`src/rtl/jtag_tap_core.sv`:
```
// IEEE 1149.1-style TAP controller: 16-state FSM, instruction register and
// the BYPASS, IDCODE and USER data registers with their TDI->TDO paths.
// The USER register has a parallel capture input and an update output.
//
// state  | meaning
// -------+---------------------------------------------
// TLR    | test-logic-reset, instruction forced to IDCODE
// RTI    | run-test/idle
// SEL_DR | select DR scan
// CAP_DR | parallel load of the selected DR
// SH_DR  | selected DR shifts, tdi into MSB
// EX1_DR | exit-1 DR
// PAU_DR | pause DR, shift registers hold
// EX2_DR | exit-2 DR
// UPD_DR | USER DR content copied to user_dr_out
// SEL_IR | select IR scan
// CAP_IR | ir_sh loaded with ...01
// SH_IR  | ir_sh shifts, tdi into MSB
// EX1_IR | exit-1 IR
// PAU_IR | pause IR, ir_sh holds
// EX2_IR | exit-2 IR
// UPD_IR | ir_sh becomes the active instruction

module jtag_tap_core #(
    parameter int                  IR_WIDTH      = 4,
    parameter logic [31:0]         IDCODE_VAL    = 32'h1234_5ABD,
    parameter int                  USER_DR_WIDTH = 8,
    parameter logic [IR_WIDTH-1:0] INST_IDCODE   = 4'b0001,
    parameter logic [IR_WIDTH-1:0] INST_USER     = 4'b0010
) (
    input  logic                     tck,
    input  logic                     trst_n,
    input  logic                     tms,
    input  logic                     tdi,
    output logic                     tdo,
    output logic                     tdo_en,
    output logic [3:0]               state,
    output logic [IR_WIDTH-1:0]      ir,
    input  logic [USER_DR_WIDTH-1:0] user_dr_in,
    output logic [USER_DR_WIDTH-1:0] user_dr_out,
    output logic                     user_upd
);

    typedef enum logic [3:0] {
        TLR    = 4'd0,
        RTI    = 4'd1,
        SEL_DR = 4'd2,
        CAP_DR = 4'd3,
        SH_DR  = 4'd4,
        EX1_DR = 4'd5,
        PAU_DR = 4'd6,
        EX2_DR = 4'd7,
        UPD_DR = 4'd8,
        SEL_IR = 4'd9,
        CAP_IR = 4'd10,
        SH_IR  = 4'd11,
        EX1_IR = 4'd12,
        PAU_IR = 4'd13,
        EX2_IR = 4'd14,
        UPD_IR = 4'd15
    } tap_state_t;

    // Capture pattern for the IR: LSB pair reads back as 2'b01.
    localparam logic [IR_WIDTH-1:0] IR_CAPTURE = {{(IR_WIDTH-1){1'b0}}, 1'b1};

    tap_state_t               state_q;
    tap_state_t               state_d;
    logic [IR_WIDTH-1:0]      ir_sh;
    logic [IR_WIDTH-1:0]      ir_shift;
    logic [31:0]              id_sh;
    logic [USER_DR_WIDTH-1:0] usr_sh;
    logic [USER_DR_WIDTH-1:0] usr_shift;
    logic                     bypass;
    logic                     sel_idcode;
    logic                     sel_user;

    assign state      = state_q;
    assign tdo_en     = (state_q == SH_DR) || (state_q == SH_IR);
    assign sel_idcode = (ir == INST_IDCODE);
    assign sel_user   = (ir == INST_USER) && !sel_idcode;

    // TAP state register
    always_ff @(posedge tck or negedge trst_n) begin
        if (!trst_n) begin
            state_q <= TLR;
        end else begin
            state_q <= state_d;
        end
    end

    // Standard 1149.1 next-state decode on tms
    always_comb begin
        state_d = state_q;
        case (state_q)
            TLR:    state_d = tms ? TLR    : RTI;
            RTI:    state_d = tms ? SEL_DR : RTI;
            SEL_DR: state_d = tms ? SEL_IR : CAP_DR;
            CAP_DR: state_d = tms ? EX1_DR : SH_DR;
            SH_DR:  state_d = tms ? EX1_DR : SH_DR;
            EX1_DR: state_d = tms ? UPD_DR : PAU_DR;
            PAU_DR: state_d = tms ? EX2_DR : PAU_DR;
            EX2_DR: state_d = tms ? UPD_DR : SH_DR;
            UPD_DR: state_d = tms ? SEL_DR : RTI;
            SEL_IR: state_d = tms ? TLR    : CAP_IR;
            CAP_IR: state_d = tms ? EX1_IR : SH_IR;
            SH_IR:  state_d = tms ? EX1_IR : SH_IR;
            EX1_IR: state_d = tms ? UPD_IR : PAU_IR;
            PAU_IR: state_d = tms ? EX2_IR : PAU_IR;
            EX2_IR: state_d = tms ? UPD_IR : SH_IR;
            UPD_IR: state_d = tms ? SEL_DR : RTI;
            default: state_d = TLR;
        endcase
    end

    // Right-shift helpers; written this way so a 1-bit register still elaborates
    always_comb begin
        ir_shift                      = ir_sh >> 1;
        ir_shift[IR_WIDTH-1]          = tdi;
        usr_shift                     = usr_sh >> 1;
        usr_shift[USER_DR_WIDTH-1]    = tdi;
    end

    // Instruction shift register and active instruction
    always_ff @(posedge tck or negedge trst_n) begin
        if (!trst_n) begin
            ir_sh <= '0;
            ir    <= INST_IDCODE;
        end else begin
            case (state_q)
                TLR:     ir    <= INST_IDCODE;
                CAP_IR:  ir_sh <= IR_CAPTURE;
                SH_IR:   ir_sh <= ir_shift;
                UPD_IR:  ir    <= ir_sh;
                default: ;
            endcase
        end
    end

    // Data registers: only the one selected by ir captures or shifts
    always_ff @(posedge tck or negedge trst_n) begin
        if (!trst_n) begin
            bypass <= 1'b0;
            id_sh  <= '0;
            usr_sh <= '0;
        end else if (state_q == CAP_DR) begin
            if (sel_idcode) begin
                id_sh <= IDCODE_VAL;
            end else if (sel_user) begin
                usr_sh <= user_dr_in;
            end else begin
                bypass <= 1'b0;
            end
        end else if (state_q == SH_DR) begin
            if (sel_idcode) begin
                id_sh <= {tdi, id_sh[31:1]};
            end else if (sel_user) begin
                usr_sh <= usr_shift;
            end else begin
                bypass <= tdi;
            end
        end
    end

    // USER update register and its one-cycle strobe
    always_ff @(posedge tck or negedge trst_n) begin
        if (!trst_n) begin
            user_dr_out <= '0;
            user_upd    <= 1'b0;
        end else begin
            user_upd <= 1'b0;
            if ((state_q == UPD_DR) && sel_user) begin
                user_dr_out <= usr_sh;
                user_upd    <= 1'b1;
            end
        end
    end

    // Serial output mux; driven only in the shift states
    always_comb begin
        tdo = 1'b0;
        if (state_q == SH_IR) begin
            tdo = ir_sh[0];
        end else if (state_q == SH_DR) begin
            if (sel_idcode) begin
                tdo = id_sh[0];
            end else if (sel_user) begin
                tdo = usr_sh[0];
            end else begin
                tdo = bypass;
            end
        end
    end

endmodule

```
`config.mk`:
```
export PLATFORM = sky130hd
export DESIGN_NAME = jtag_tap_core
export DESIGN_NICKNAME = d
export VERILOG_FILES = /design/src/rtl/jtag_tap_core.sv
export SDC_FILE = /design/constraint.sdc
export NUM_CORES = 1
export LEC_CHECK = 0
export CAP_MARGIN = 20
export CORE_MARGIN = 5
export CORE_UTILIZATION = 60
export CTS_BUF_LIST = sky130_fd_sc_hd__clkbuf_8 sky130_fd_sc_hd__clkbuf_16
export DETAILED_ROUTE_END_ITERATION = 12
export HOLD_SLACK_MARGIN = 0.03
export PLACE_DENSITY = 0.94
export SYNTH_ARGS = -nofsm -noshare
export SYNTH_HDL_FRONTEND = slang
export SYNTH_SLANG_ARGS = --single-unit
```
`constraint.sdc`:
```
create_clock -name tck -period 3.66 [get_ports tck]
set_input_delay 0.915 -clock tck [delete_from_list [all_inputs] [get_ports tck]]
set_output_delay 0.915 -clock tck [all_outputs]
set_load 0.02 [all_outputs]
```
After elaboration in Yosys (flattened, before gate mapping)
Cells that the tools add are included.
Widths: inputs -> output; s select.
{"block": "word_totals", "rom_bits": 0, "register_bits": 62, "mem_bits_rw": 0, "latch_bits": 0, "n_memories": 0, "word_cells": 83, "inputBits": 12}
{"block": "classes", "mux": 36, "n_bitwise": 0, "eq_ne": 25, "div": 0, "mul": 0, "n_addsub": 0, "reduce_logical": 14, "n_shift": 0, "n_lt_le_gt_ge": 0}
{"cell": "$mux 32", "n": 4}
{"cell": "$mux 8", "n": 6}
{"cell": "$pmux 4 s12", "n": 1}
{"cell": "$eq 4x4->1 const B", "n": 8}
{"cell": "$eq 4x3->1 const B", "n": 4}
{"cell": "$mux 4", "n": 4}
{"cell": "$ne 2x2->1 const B", "n": 8}
{"cell": "$pmux 4 s2", "n": 2}
{"cell": "$mux 1", "n": 14}
{"cell": "$eq 4x2->1 const B", "n": 3}
{"cell": "$reduce_and 5->1", "n": 2}
{"cell": "$eq 4x1->1 const B", "n": 2}
{"cell": "$mux 2", "n": 3}
{"cell": "$mux 3", "n": 2}
{"cell": "$reduce_bool 2->1", "n": 3}
{"cell": "$logic_not 4->1", "n": 1}
{"cell": "$reduce_or 2->1", "n": 2}
{"cell": "$reduce_and 3->1", "n": 1}
{"cell": "$reduce_or 3->1", "n": 1}
{"cell": "$logic_and 1x1->1", "n": 2}
{"cell": "$logic_not 1->1", "n": 1}
{"cell": "$logic_or 1x1->1", "n": 1}

Logic depth before layout (Yosys ltp)
Gate-level depths: netlist (run 1).
{"block": "logic_depth", "ltp_word": 7, "depth_mapped": 7, "ltp_nobuf": 4}

Worst setup path after synthesis (run 1)
OpenSTA, ideal clock, no wires.
{"block": "synth_timing", "path_type": "register to output", "start": "register state_q[0], in the netlist state[0]", "end": "output tdo", "stages_incl_launch_ff": 5, "t_required_ns": 2.745, "slack_ns": 0.815, "arrival_ns": 1.930, "cell_sequence": "dfrtp_1 > or3b_4 > buf_2 > or4_1 > o21ai_1"}
{"block": "synth_via", "elab_chain_cells": 3, "word_cells_on_any_way": 4, "cone_classes": "eq/ne: 2; mux: 2"}
{"item": "from (decl)", "line_no": "66", "rtl": "tap_state_t state_q;"}
{"item": "from (signal assigned)", "line_no": "87", "rtl": "state_q <= state_d;"}
{"item": "$eq 4x3->1", "line_no": "183", "rtl": "end else if (state_q == SH_DR) begin"}
{"item": "$mux 1", "line_no": "183"}
{"item": "$mux 1 (*)", "line_no": "181", "rtl": "if (state_q == SH_IR) begin"}
{"item": "to (decl)", "line_no": "35", "rtl": "output logic tdo,"}
Mark *: on every way between the ends. The rest lies on a longest branch, timed or not.

Worst setup path in the final report (run 1)
Ends and elaborated chain as after synthesis.

==> results.yml, run 1 <==
power_and_ir_drop:
  powerDensity_nw_per_um2: 783
  peakVddDrop_uv: 437
  power_w: 0.00258
  leakage_nw: 1.61
clock_tree:
  ctsHtreeMaxLevel: 3
  cts_hold_buffers: 0
  clock_latency_ps: 330
  cts_tree: "built"
  clockBufferDepth: 2
  cts_sinks: 62
  post_cts.repair.setup_buffers: 0
  clk_pin_slew_ps: 70
  root_buffer: "clkbuf_8"
  cts_resized: 0
  cts_made_buffers: 9
drt:
  detail-route-antenna-nets: 0
  drc_errors: 0
  vias_per_cell: 5.78
  drt-total-wl_um: 5840
  first_pass_iters: 4
  vias: 2173
  first_iter_violations: 126
  wl_per_cell_um: 15.5
finish:
  final_cell_mix: "nand2_1, dfrtp_1, clkdlybuf4s50_1, nand3_1, o21ai_0"
  fin_nets: 329
  layout_commonest_cell: "nand2_1"
  drive_gt1_frac: 0.115
  seq_area_um2: 1550
  final_area_um2: 3290
  area_growth_pct: 16.6
  fillCellCount: 342
  multiInputGateArea_um2: 1110
  antenna_cells: 0
grt:
  grt_max_degree: 63
  met1_usage: 0.274
  grt_pass1_wl_um: 9840
  first_global_vias: 2023
  antenna_found_initial: 0
  grt-ovfl-total: 0
  grtUsageTotal: 0.207
  top_usage_layer: "met2"
  met2_usage: 0.323
  grt_util_met3: 0.0528
timing:
  max_freq_mhz: 296
  setup_slack_ps: 280
  fin_setup_tns_ps: 0
  max_slew_margin: 0.493
  slew_viol_final: 0
  rsz0062_at_grt: "false"
  tightest_slew_ps: 761
  finalHoldViolations: 0
  finalSetupViolCount: 0
  post-route-period-util: 0.924
  skew_ps: 9.78
  fin_crit_ps: 3380
synthesis:
  synth-seq-cells: 62
  synth_warnings: 0
  syn_nets: 304
  synth_edf_count: 0
  synth_async_sr_flop_share: 1.00
  yosysSeqAreaShare: 0.550
  syn_area_per_cell_um2: 9.68
  synth_ff_type: "dfrtp_1"
  postSynthCellCount: 292
  synth_area_um2: 2830
  synth.distinct_cells: 38
floorplanning:
  core_um2: 4660
  fp.dieArea_um2: 6180
  dieWidth_um: 78.6
  start_util: 0.606
  die_y_um: 78.6
  ios: 31
  rows: 25
place:
  placed_area_um2: 3090
  gp_congestion: 0.815
  dp_hpwl_um: 3850
  preCtsSetupSlack_ps: 601
  portBuffers: 30
setup_path:
  r2r_end: "id_sh[31]"
  cp-start-kind: "flip-flop"
  path_class: "flip-flop to output port"
  critPathArrivalTime_ps: 2470
  critPathMaxFanout: 13
  r2r_slack_ps: 1220
  reg2reg_depth: 5
  critPathRequiredTime_ps: 2740
  cp-end-kind: "output port"
  r2r_start: "state[2]"
hold_path:
  holdPathEnd: "id_sh[21]"
  hp-start: "id_sh[21]"
  holdPathStages: 2
  min_path_type: "flip-flop to flip-flop"
outcome:
  status: "finished clean"
job:
  max_cap_viol_count: 0
==> cell usage after synthesis, types with 2 or more instances <==
library cell	instances	area share
nand4_1	2	0.0044
nand2b_1	3	0.0066
o21ai_1	5	0.0089
clkbuf_8	2	0.0097
o21ai_0	18	0.032
mux2_2	10	0.040
nand2_1	75	0.10
nor2_1	10	0.013
a21oi_1	12	0.021
dfrtp_1	61	0.54
nor3_1	2	0.0035
buf_6	4	0.016
buf_2	6	0.011
a211oi_1	2	0.0053
inv_1	3	0.0040
or4_1	2	0.0053
nor2b_1	6	0.013
nand3_1	20	0.035
o22ai_1	14	0.031
or3_1	2	0.0044
a2bb2oi_1	8	0.025
clkbuf_1	9	0.012
==> critical path, cell delays in order (launching register included) <==
cell and delay (ps):
dfrtp_1 380, or3b_4 490, or4_1 520, o21ai_1 130, clkdlybuf4s50_1 610
==> layout make-up <==
type / instances / area share
clock buffers: 11 / 0.0460
clock inverters: 5 / 0.0152
inverters: 3 / 0.00342
multi-input cells: 204 / 0.338
flip-flops and latches: 62 / 0.472
well taps: 54 / 0.0205
repair buffers: 37 / 0.106
==> state kept, by name (all words and copies together) (netlist names) <==
| signal | cells |
|---|---|
| user_upd | 1 |
| ir | 4 |
| bypass | 1 |
| usr_sh | 8 |
| id_sh | 32 |
| ir_sh | 4 |
| user_dr_out | 8 |
| state | 4 |
==> how the worst max path moves through the flow <==
stage | start | to | slack, ps | depth (start not counted)
after CTS | state[0] | tdo | 250 | 4
after detailed placement | state[0] | tdo | 600 | 4
after global routing | state[0] | tdo | 200 | 4
final | state[0] | tdo | 280 | 4
after global placement | state[0] | tdo | 640 | 4
after floorplan | state[0] | tdo | 820 | 4
==> where the power goes <==
group | switching [W] | internal [W] | total (W)
clock network | 0.000256 | 0.000346 | 0.000601
logic | 0.000601 | 0.000373 | 0.000974
registers | 0.000123 | 0.000881 | 0.00100
total | 0.000980 | 0.00160 | 0.00258
==> routing by layer <==
metal	part of all wire	up-vias
met3	0.046	9
met2	0.50	48
li1	-	1062
met5	0	-
met4	0.015	0
met1	0.44	1054
==> kinds of logic (layout without fill, tap and decap cells) <==
kind of cell              after synthesis  after routing  share of synthesized area
AOI/OAI and AO/OA                      66             66                      0.149
muxes                                  10             10                     0.0399
DFF                                    62             62                      0.550
and+or+nand+nor                       127            127                      0.202
xor gates and xnor gates                1              1                    0.00310
buffers and inverters                  26             56                     0.0567
==> stage by stage <==
stage / util / cells / hold WS [ps]
global route: 0.707 / 376 / 493
global placement: 0.663 / 360 / 444
detailed placement: 0.663 / 360 / 450
CTS: 0.707 / 376 / 465
finish: 0.707 / 376 / 463
floorplan: - / 292 / 433
(Power assumes the default switching activity.)
==> inputs of run 2 (changes only) <==
--- a/config.mk
+++ b/config.mk
@@ -5,7 +5,6 @@
 export SDC_FILE = /design/constraint.sdc
 export NUM_CORES = 1
 export LEC_CHECK = 0
-export CAP_MARGIN = 20
 export CORE_MARGIN = 5
 export CORE_UTILIZATION = 60
 export CTS_BUF_LIST = sky130_fd_sc_hd__clkbuf_8 sky130_fd_sc_hd__clkbuf_16
==> results of run 2 <==
The final DEF is identical to that of run 1; final timing and power are the same.
